## src/rtl/dis_compositor.sv

```systemverilog
// dis_compositor: aligns display timing with the sprite-layer latency, picks
// the highest-priority opaque layer (or background), applies a frame-aligned
// white hit flash, and registers RGB565 display outputs.
module dis_compositor #(
   parameter int          LAYERS       = 4,
   parameter int          LATENCY      = 4,
   parameter logic [15:0] BG_COLOR     = 16'h4E19,
   parameter int          FLASH_FRAMES = 2
) (
   input  logic                 clk,
   input  logic                 rst,
   input  logic                 in_de,
   input  logic                 in_hsync,
   input  logic                 in_vsync,
   input  logic [LAYERS-1:0]    layer_enable,
   input  logic [16*LAYERS-1:0] layer_color,
   input  logic                 flash_trigger,
   output logic                 out_de,
   output logic                 out_hsync,
   output logic                 out_vsync,
   output logic [4:0]           out_r,
   output logic [5:0]           out_g,
   output logic [4:0]           out_b,
   output logic                 flash_active
);

   localparam int             CW       = $clog2(FLASH_FRAMES + 1);
   localparam logic [CW-1:0]  CNT_LOAD = CW'(FLASH_FRAMES);
   localparam logic [CW-1:0]  CNT_ONE  = CW'(1);

   localparam logic [1:0] S_IDLE  = 2'd0;
   localparam logic [1:0] S_ARMED = 2'd1;
   localparam logic [1:0] S_FLASH = 2'd2;

   logic [LATENCY-1:0] de_dl, hs_dl, vs_dl;
   logic               a_de, a_hs, a_vs;
   logic               prev_vs;
   logic               boundary;
   logic [1:0]         state, state_nx;
   logic [CW-1:0]      cnt, cnt_nx;
   logic [15:0]        sel_color;
   logic [15:0]        color;

   // Timing delay line; the tail lines up with the layer paint outputs.
   always_ff @(posedge clk) begin
      if (rst) begin
         de_dl <= '0;
         hs_dl <= '0;
         vs_dl <= '0;
      end else begin
         for (int i = LATENCY - 1; i > 0; i--) begin
            de_dl[i] <= de_dl[i-1];
            hs_dl[i] <= hs_dl[i-1];
            vs_dl[i] <= vs_dl[i-1];
         end
         de_dl[0] <= in_de;
         hs_dl[0] <= in_hsync;
         vs_dl[0] <= in_vsync;
      end
   end

   assign a_de     = de_dl[LATENCY-1];
   assign a_hs     = hs_dl[LATENCY-1];
   assign a_vs     = vs_dl[LATENCY-1];
   assign boundary = a_vs & ~prev_vs;

   // Priority select: walk from lowest priority up so layer 0 wins last.
   always_comb begin
      sel_color = BG_COLOR;
      for (int i = LAYERS - 1; i >= 0; i--) begin
         if (layer_enable[i]) sel_color = layer_color[16*i +: 16];
      end
   end

   // Flash FSM next state; a trigger while flashing reloads even on a boundary.
   always_comb begin
      state_nx = state;
      cnt_nx   = cnt;
      case (state)
         S_IDLE: begin
            if (flash_trigger) state_nx = S_ARMED;
         end
         S_ARMED: begin
            if (boundary) begin
               state_nx = S_FLASH;
               cnt_nx   = CNT_LOAD;
            end
         end
         S_FLASH: begin
            if (flash_trigger) begin
               cnt_nx = CNT_LOAD;
            end else if (boundary) begin
               if (cnt == CNT_ONE) begin
                  state_nx = S_IDLE;
                  cnt_nx   = '0;
               end else begin
                  cnt_nx = cnt - CNT_ONE;
               end
            end
         end
         default: begin
            state_nx = S_IDLE;
            cnt_nx   = '0;
         end
      endcase
   end

   // Pixel colour uses the same flash value that flash_active will take,
   // so the flash and the pixel stream switch on the same edge.
   always_comb begin
      color = sel_color;
      if (state_nx == S_FLASH) color = 16'hFFFF;
      if (!a_de) color = 16'h0000;
   end

   // FSM, boundary history and output registers.
   always_ff @(posedge clk) begin
      if (rst) begin
         state        <= S_IDLE;
         cnt          <= '0;
         prev_vs      <= 1'b0;
         flash_active <= 1'b0;
         out_de       <= 1'b0;
         out_hsync    <= 1'b0;
         out_vsync    <= 1'b0;
         out_r        <= '0;
         out_g        <= '0;
         out_b        <= '0;
      end else begin
         state        <= state_nx;
         cnt          <= cnt_nx;
         prev_vs      <= a_vs;
         flash_active <= (state_nx == S_FLASH);
         out_de       <= a_de;
         out_hsync    <= a_hs;
         out_vsync    <= a_vs;
         out_r        <= color[15:11];
         out_g        <= color[10:5];
         out_b        <= color[4:0];
      end
   end

endmodule
```

## config.mk

```make
export PLATFORM = sky130hd
export DESIGN_NAME = dis_compositor
export DESIGN_NICKNAME = d
export VERILOG_FILES = /design/src/rtl/dis_compositor.sv
export SDC_FILE = /design/constraint.sdc
export NUM_CORES = 1
export LEC_CHECK = 0
export CAP_MARGIN = 20
export CORE_UTILIZATION = 39
export CTS_CLUSTER_DIAMETER = 40
export DETAILED_ROUTE_END_ITERATION = 16
export PLACE_DENSITY = 0.79
export SYNTH_ARGS = -nofsm -noshare
export SYNTH_HDL_FRONTEND = slang
export SYNTH_SLANG_ARGS = --single-unit
```

## constraint.sdc

```tcl
create_clock -name clk -period 2.47 [get_ports clk]
set_clock_uncertainty 0.15 [all_clocks]
set_input_delay 0.741 -clock clk [delete_from_list [all_inputs] [get_ports clk]]
set_output_delay 0.741 -clock clk [all_outputs]
set_load 0.01 [all_outputs]
```

==> results.txt, run 1 <==
outcome: finished clean
RSZ-0062 raised after global routing: false
H-Tree Depth: 2
Ys Warns: 0
Commonest cells post-synth: dfxtp_1 (36), inv_1 (28), a21oi_1 (13), nand2_1 (13), o22ai_1 (12)
CTS tree: yes
clock latency on the worst-skew pair: 0.28 ns
final setup fails: 0
worst reg2reg startpoint: state[0]
CP endpoint kind: flop
Reg2Reg Depth: 5
remaining global-route overflow: 0
Nets: 367
Post-CTS Hold Buffers: 0
post-synthesis sequential area ratio: 40.7%
largest net degree at the start of global routing: 33
Clock Pin Slew Worst Setup and Hold Paths: 0.07 ns
final WL: 4520 µm
via count: 1,724
CP arrival: 2.31 ns
RR Endpoint: out_g[2]
synthesized netlist cell count: 194
fin crit share: 91.3%
global routing usage on met1: 21.9%
Hold Path End: de_dl[1]
Post-Syn Area per Cell: 9.13 µm²
number of CTS-inserted buffers: 5
n_diodes: 0
fin. max-slew vios: 0
final core occ: 65.9%
Overall Global Routing Usage: 19.0%
fraction of registers with async set/reset: 0%
Via density: 5.06
vias in the first global route: 1,678
IO buf count: 93
final hold vios: 0
Worst IR Drop VDD: 0.272 mV
Main synth FF type: dfxtp_1
Starting Density: 40.7%
Setup Fix Bufs, Post-CTS: 0
fillers: 364
Post-Syn Nets: 273
HP Start: de_dl[0]
post-CTS resize count: 0
Req. time, crit path: 2.53 ns
Hold WC Path Type: flop to flop
Synth top area share: 40.7%
post-synth cell types: 29
die height: 69.4 µm
Worst R2R Setup Slack: 0.57 ns
cell taking the most area after synthesis: dfxtp_1
Clock Power Share: 32.6%
P_leak: 1.18 nW
routability cong.: 0.764
Area growth syn-to-layout: 61.9%
DR pass1 iterations: 6
WL per Instance: 13.2 µm
final worst path period need: 2.26 ns
die footprint: 4820 µm²
Crit Path Category: input port to flop
clock tree buffer depth: 2
detailed placer's ending HPWL: 3560 µm
initial DRC count: 81
Area contributors post-synth: dfxtp_1 (41%), o22ai_2 (7.1%), inv_1 (5.9%)
top-count cell post-synth: dfxtp_1
max_cap viols: 0
GRT met3 Usage: 6.69%
CP Max Fanout: 16
CORE AREA: 4350 µm²
Pint: 0.000993 W
root buffer cell: clkbuf_8
initial antenna violation count: 0
met2 Use GR: 33.0%
DRC violations left: 0
Reg power frac: 45.5%
layout cells sized above 1: 10.0%
CTS sink count: 36
Max transition margin: 72.5%
Post-synth EDFFs: 0
Die X: 69.4 µm
Switch Pwr: 0.000317 W
flip-flop and latch count after synthesis: 36
I/O pin total: 94
Worst Max-Slew Pin Slew: 0.413 ns
Pwr per Cell Area: 457 nW/µm²
final hold slack: 0.288 ns
startpoint types: input port
global-route wire length before repair: 7330 µm
Achievable Freq: 443 MHz
Routed Antenna Nets: 0
GR peak layer: met2
Hold Crit Depth: 1
placement row count: 24
combinational power share: 21.9%
Netlist Area Pre-Place: 1770 µm²
sw frac: 24.2%
-- state kept, by name, summed over array words and instances, names as in the netlist --
name and count:
cnt 2, de_dl 4, flash_active 1, hs_dl 4, out_b 5, out_de 1, out_g 6, out_hsync 1
out_r 5, prev_vs 1, state 2, vs_dl 4
-- placed cells by master (no fill, tap or decap) --
| cell | n |
|---|---|
| or4_1 | 1 |
| o21ai_0 | 4 |
| buf_12 | 2 |
| o31ai_1 | 1 |
| nand2b_1 | 1 |
| a21oi_1 | 13 |
| ha_1 | 5 |
| or4_4 | 1 |
| clkinvlp_4 | 1 |
| a221oi_1 | 8 |
| clkdlybuf4s50_1 | 93 |
| nor3_2 | 1 |
| o22ai_2 | 10 |
| o22ai_1 | 12 |
| nand2b_4 | 1 |
| buf_4 | 7 |
| and2b_1 | 7 |
| nor3b_1 | 1 |
| nand2_1 | 13 |
| a22oi_1 | 9 |
| o21a_1 | 2 |
| clkbuf_8 | 6 |
| nor4_1 | 2 |
| a31oi_1 | 1 |
| dfxtp_1 | 36 |
| inv_1 | 28 |
| nand4bb_1 | 1 |
| clkbuf_1 | 1 |
| a221o_1 | 9 |
| nor2b_1 | 11 |
| or3_1 | 1 |
-- metal layers --
layer  wire (µm)  part of all wire (%)
met1        1940                    43
met2        2220                    49
met3         332                   7.3
met4          27                  0.60
met5           0                     0
-- critical path: stages --
cell             delay, ns
clkdlybuf4s50_1       0.47
nand4bb_1             0.14
a221oi_1              0.11
or4_4                 0.64
o22ai_1               0.21
-- logic make-up (layout without fill, tap and decap cells) --
family          Yosys count  in the layout  share of synthesized area (%)
buf+inv                  43            138                           10.7
compound gates           69             69                           30.6
fa+ha+maj                 5              5                           3.53
simple gates             41             41                           14.5
flops                    36             36                           40.7
-- layout make-up --
type	count	area, µm²	area share [%]
multi-input combinational	115	861	30.0
timing repair buffer	102	1020	35.7
clock inverter	1	7.51	0.262
sequential	36	721	25.1
clock buffer	7	86.3	3.01
tap	52	65.1	2.27
inverter	28	105	3.66
-- power by group through the flow --
| stage | combinational, W | clock, W | sequential (W) |
|---|---|---|---|
| floorplan | 0.000120 | 0 | 0.000609 |
| global placement | 0.000285 | 0 | 0.000609 |
| detailed placement | 0.000287 | 0 | 0.000610 |
| CTS | 0.000288 | 0.000437 | 0.000596 |
| global route | 0.000312 | 0.000465 | 0.000597 |
| finish | 0.000287 | 0.000427 | 0.000596 |
-- metrics by stage --
step                worst slack, ns  instance area, µm²  setup TNS [ns]  std cells  total power [W]
floorplan                     0.366                1770               0        194         0.000730
global placement            -0.0400                2780          -0.514        333         0.000894
detailed placement          -0.0800                2780          -0.704        333         0.000897
CTS                           0.215                2870               0        341          0.00132
global route                  0.117                2870               0        341          0.00137
finish                        0.214                2870               0        341          0.00131
-- worst max path at each step --
stage                           to     startpoint  slack, ns
after detailed placement  out_g[2]  flash_trigger      -0.08
final                     out_g[2]  flash_trigger       0.21
after CTS                 out_g[2]  flash_trigger       0.21
after floorplan           out_b[0]            rst       0.37
after global routing      out_r[1]  flash_trigger       0.12
after global placement    out_r[0]  flash_trigger      -0.04
No activity file was read; power rests on OpenSTA's default activity.
==> inputs of run 2 (changes only) <==
==> constraint.sdc (replaced) <==
create_clock -name clk -period 2.2 [get_ports clk]
set_clock_uncertainty 0.15 [all_clocks]
set_input_delay 0.66 -clock clk [delete_from_list [all_inputs] [get_ports clk]]
set_output_delay 0.66 -clock clk [all_outputs]
set_load 0.01 [all_outputs]
==> run 2 against run 1 <==
Non-clock buffer count rose by 1. First-iteration DRC count decreased by 62%. Clock power up 4%. Via count is 2.0% higher. Register-to-register slack got worse by 0.27 ns. Global-route usage grew 1.1 points. Count of clock-buffer cells in the layout decreased by 2. Sequential cell count stayed put. Sequential share of layout area shrank 0.11 points. Final area rose by 0.44%. Largest cell class unchanged.
==> results.txt, run 2 (same netlist as run 1, synthesis figures left out) <==
outcome: finished clean
Setup Fix Bufs, Post-CTS: 0 (unchanged)
placement row count: 24 (unchanged)
Crit Path Category: input port to flop
Area after DPL: 2780 µm² (+0.27%)
CP arrival: 2.22 ns (-0.09 ns)
largest net degree at the start of global routing: 33 (unchanged)
clock latency on the worst-skew pair: 0.29 ns (about the same)
CP cell instances: clkdlybuf4s50_1 > nand4bb_1 > a221oi_2 > or4_4 > o22ai_1
final WL: 4690 µm (+3.8%)
WL per Instance: 13.7 µm (+3.5%)
Pint: 0.00108 W (+8.6%)
initial DRC count: 31 (-62%)
Hold WC Path Type: flop to flop
CP Max Fanout: 8 (-8)
pre-CTS WS: -0.271 ns (-0.191 ns)
Achievable Freq: 466 MHz
CORE AREA: 4350 µm² (unchanged)
Final Cell Area: 2880 µm² (+0.44%)
n_diodes: 0 (unchanged)
worst reg2reg startpoint: state[0]
RR Endpoint: cnt[0]
Pwr per Cell Area: 501 nW/µm² (+9.6%)
I/O pin total: 94 (unchanged)
final hold vios: 0 (unchanged)
CTS sink count: 36 (unchanged)
number of CTS-inserted buffers: 5 (unchanged)
Worst Path Buf+Inv: 1 (unchanged)
Worst Max-Slew Pin Slew: 0.402 ns (-0.0103 ns)
via count: 1,758 (+2.0%)
Via density: 5.14 (+1.7%)
Pwr Total: 0.00144 W (+10%)
routability cong.: 0.763 (-0.20%)
die footprint: 4820 µm² (unchanged)
Crit path max-delay family: simple AND/OR/NAND/NOR gates
vias in the first global route: 1,702 (+1.4%)
max FFs per register: 6 (unchanged)
remaining global-route overflow: 0 (unchanged)
Regs by FF count: out_g: 6 flops, out_b: 5 flops, out_r: 5 flops
Clock Power Share: 30.8% (-1.8 points)
fin crit share: 97.5%
root buffer cell: clkbuf_8
CP endpoint kind: flop
Max transition margin: 73.2% (+0.69 points)
most frequent cells in the layout: clkdlybuf4s50_1 (93), dfxtp_1 (36), inv_1 (28)
clock tree buffer depth: 2 (unchanged)
die height: 69.4 µm (unchanged)
H-Tree Depth: 2 (unchanged)
setup slack after layout: 0.0556 ns (-0.158 ns)
Switch Pwr: 0.000364 W (+15%)
Worst path depth: 5 (unchanged)
startpoint types: input port
sw frac: 25.2% (+1.0 points)
fin. max-slew vios: 0 (unchanged)
Reg2Reg Depth: 6 (+1)
final hold slack: 0.287 ns (-0.00150 ns)
Reg power frac: 46.4% (+0.9 points)
global-route wire length before repair: 7580 µm (+3.3%)
Reg with most FFs: out_g
max_cap viols: 0 (unchanged)
combinational power share: 22.8% (+0.9 points)
Worst R2R Setup Slack: 0.30 ns (-0.27 ns)
Req. time, crit path: 2.27 ns (-0.26 ns)
DRC violations left: 0 (unchanged)
layout cells sized above 1: 11.0% (+1.0 points)
IO buf count: 93 (unchanged)
Overall Global Routing Usage: 20.1% (+1.1 points)
commonest non-fill, non-tap cell in the layout: clkdlybuf4s50_1
Die X: 69.4 µm (unchanged)
Critical Path Sink: out_r[0]
Nets: 369 (+0.54%)
DR pass1 iterations: 4 (-2)
Clock Pin Slew Worst Setup and Hold Paths: 0.07 ns (about the same)
CP startpoint: flash_trigger
Area growth syn-to-layout: 62.6%
final setup fails: 0 (unchanged)
final worst path period need: 2.14 ns
Worst IR Drop VDD: 0.236 mV (-13%)
detailed placer's ending HPWL: 3570 µm (+0.39%)
Crit-path slowest cell: or4_4
Worst path max stage delay: 0.62 ns (-0.02 ns)
Routed Antenna Nets: 0 (unchanged)
CTS tree: yes
P_leak: 1.18 nW (+0.33%)
Starting Density: 40.7% (unchanged)
initial antenna violation count: 0 (unchanged)
-- run 2: cell type report --
class	instances	area, µm²
multi-input cells	116	878
inverters	28	105
fillers	363	1470
clock inverters	2	12.5
well taps	52	65.1
clock buffers	5	68.8
flip-flops and latches	36	721
repair buffers	103	1030
-- run 2: power by group through the flow --
stage	Combinational, W	Sequential [W]	Clock, W
detailed placement	0.000325	0.000684	0
finish	0.000329	0.000669	0.000444
global route	0.000358	0.000670	0.000491
global placement	0.000323	0.000684	0
CTS	0.000326	0.000669	0.000457
floorplan	0.000135	0.000684	0
-- run 2: through the flow --
stage / setup TNS [ns] / std cells / util, %
after detailed placement: -4.33 / 334 / 63.9
final: 0 / 342 / 66.2
after global placement: -3.79 / 334 / 63.9
after global routing: -0.0283 / 342 / 66.2
after CTS: 0 / 341 / 65.8
after floorplan: 0 / 194 / -
-- run 2: timing repair --
item                       CTS  global route
hold buffers                 0             0
gates resized for setup      0             2
setup endpoints to repair    0            16
-- run 2: worst min path at each step --
stage             start  slack (ns)        to  cells after the start
2_1_floorplan  de_dl[2]        0.26  de_dl[3]                      1
3_3_place_gp   hs_dl[1]        0.27  hs_dl[2]                      1
3_5_place_dp   vs_dl[2]        0.28  vs_dl[3]                      1
4_1_cts        de_dl[2]        0.29  de_dl[3]                      1
5_1_grt        de_dl[2]        0.31  de_dl[3]                      1
6_report       de_dl[2]        0.29  de_dl[3]                      1
-- run 2: metal layers --
metal | track usage (%) | part of all wire (%)
met5 | 0 | 0
met4 | 8.62 | 1.4
met3 | 6.98 | 7.6
met2 | 33.3 | 49
met1 | 23.5 | 42
==> inputs of run 3 (changes only) <==
--- a/config.mk
+++ b/config.mk
@@ -6,10 +6,11 @@
 export NUM_CORES = 1
 export LEC_CHECK = 0
 export CAP_MARGIN = 20
-export CORE_UTILIZATION = 39
+export CORE_UTILIZATION = 60
 export CTS_CLUSTER_DIAMETER = 40
 export DETAILED_ROUTE_END_ITERATION = 16
-export PLACE_DENSITY = 0.79
+export DONT_BUFFER_PORTS = 1
+export PLACE_DENSITY_LB_ADDON = 0.15
 export SYNTH_ARGS = -nofsm -noshare
 export SYNTH_HDL_FRONTEND = slang
 export SYNTH_SLANG_ARGS = --single-unit
==> run 3 against run 2 <==
Via count is 21% lower. Non-clock buffer count shrank 101. Total power fell by 18%. Worst hold slack got worse by 0.049 ns. Count of clock-buffer cells in the layout grew 1. Largest cell class is now multi-input gates. Sequential cell count did not move. First-iteration DRC count is 32% higher.
==> results.txt, run 3 (same netlist as run 1, synthesis figures left out) <==
outcome: finished clean
detailed placer's ending HPWL: 2760 µm (-23%)
P_leak: 0.778 nW (-34%)
Nets: 267 (-28%)
Reg with most FFs: out_g
final WL: 3610 µm (-23%)
H-Tree Depth: 2 (unchanged)
global-route wire length before repair: 5780 µm (-24%)
GR peak layer: met2
Routed Antenna Nets: 0 (unchanged)
number of CTS-inserted buffers: 5 (unchanged)
Achievable Freq: 518 MHz (+11%)
final hold vios: 0 (unchanged)
global routing usage on met1: 28.3% (+4.9 points)
initial DRC count: 41 (+32%)
WL per Instance: 16.4 µm (+20%)
Via density: 6.30 (+23%)
Post-Route Setup TNS: 0 ns (unchanged)
final worst path period need: 1.93 ns (-0.215 ns)
met2 Use GR: 40.6% (+7.3 points)
IO buf count: 0 (-100%)
Req. time, crit path: 2.27 ns (about the same)
Overall Global Routing Usage: 23.5% (+3.4 points)
I/O pin total: 94 (unchanged)
root buffer cell: clkbuf_4
Hold WC Path Type: input port to flop
pre-CTS WS: -0.0173 ns (+0.254 ns)
Setup Fix Bufs, Post-CTS: 0 (unchanged)
CP endpoint kind: flop
Starting Density: 63.7% (+23 points)
vias in the first global route: 1,321 (-22%)
Final Cell Area: 1810 µm² (-37%)
most frequent cells in the layout: dfxtp_1 (36), inv_1 (28), a21oi_1 (13), nand2_1 (13), o22ai_1 (12)
CTS sink count: 36 (unchanged)
post-CTS resize count: 0 (unchanged)
DR pass1 iterations: 4 (unchanged)
setup slack after layout: 0.271 ns (+0.215 ns)
DRC violations left: 0 (unchanged)
GRT met3 Usage: 3.69% (-3.3 points)
CP Max Fanout: 15 (+7)
RSZ-0062 raised after global routing: false
commonest non-fill, non-tap cell in the layout: dfxtp_1
max FFs per register: 6 (unchanged)
max_cap viols: 0 (unchanged)
Post-CTS Hold Buffers: 0 (unchanged)
Pwr per Cell Area: 652 nW/µm² (+30%)
Max transition margin: 36.3% (-37 points)
CP arrival: 2.00 ns (-0.22 ns)
Crit Path Category: input port to flop
CTS tree: yes
Die X: 56.3 µm (-19%)
Area after DPL: 1740 µm² (-37%)
clock tree buffer depth: 2 (unchanged)
routability cong.: 0.735 (-3.7%)
placed cells: 212 (-37%)
fin crit share: 87.7% (-9.8 points)
via count: 1,386 (-21%)
placement row count: 19 (-21%)
startpoint types: input port
largest net degree at the start of global routing: 33 (unchanged)
n_diodes: 0 (unchanged)
initial antenna violation count: 0 (unchanged)
Worst IR Drop VDD: 0.708 mV (+200%)
fillers: 225 (-38%)
die height: 56.3 µm (-19%)
remaining global-route overflow: 0 (unchanged)
Regs by FF count: out_g: 6 flops, out_b: 5 flops, out_r: 5 flops
Pwr Total: 0.00118 W (-18%)
Worst Max-Slew Pin Slew: 0.954 ns (+0.551 ns)
CORE AREA: 2780 µm² (-36%)
fin. max-slew vios: 0 (unchanged)
clock latency on the worst-skew pair: 0.33 ns (+0.04 ns)
layout cells sized above 1: 12.2% (+1.1 points)
Area growth syn-to-layout: 1.91%
Clock Pin Slew Worst Setup and Hold Paths: 0.10 ns (+0.03 ns)
final setup fails: 0 (unchanged)
fin cells: 220 (-36%)
die footprint: 3170 µm² (-34%)
## run 3: cell count changes in the layout (fill, tap and decap cells not counted), moves of 2 or more
cell	before	now
clkdlybuf4s50_1	93	0
buf_4	8	1
clkbuf_4	0	5
clkbuf_8	5	1
buf_12	2	0
## run 3: critical path: stages
cell and delay [ns]:
nor2b_1 0.73, a221oi_1 0.21, o22ai_1 0.27, o22ai_2 0.12
## run 3: cell type report
class	count	area (µm²)	area share, %
clock inverters	2	10.0	0.554
clock buffers	6	51.3	2.84
repair buffers	2	18.8	1.04
flip-flops and latches	36	721	39.9
well taps	31	38.8	2.15
inverters	28	105	5.82
multi-input cells	115	861	47.7
## run 3: worst paths after layout
| path | start | end | slack (ns) | depth (start not counted) |
|---|---|---|---|---|
| worst max-delay path | layer_enable[3] | out_b[4] | 0.27 | 4 |
| worst min-delay path | rst | cnt[1] | 0.24 | 1 |
| worst max register to register | state[0] | cnt[0] | 0.28 | 6 |
| worst min register to register | vs_dl[0] | vs_dl[1] | 0.29 | 1 |
## run 3: layer usage
layer	vias to the layer above	share of wire [%]
met5	-	0
met4	0	2.0
met3	8	5.3
li1	681	-
met2	61	50
met1	636	42
## run 3: where the power goes
group	leakage [nW]	total (W)	internal, W	switching [W]
Clock	0.0380	0.000361	0.000152	0.000209
Combinational	0.448	0.000145	0.0000665	0.0000786
Sequential	0.292	0.000671	0.000664	0.00000683
## run 3: stage by stage
stage / utilization (%) / hold slack, ns
detailed placement: 62.7 / 0.274
global route: 64.9 / 0.208
finish: 64.9 / 0.238
CTS: 64.9 / 0.217
floorplan: - / 0.261
global placement: 62.3 / 0.266
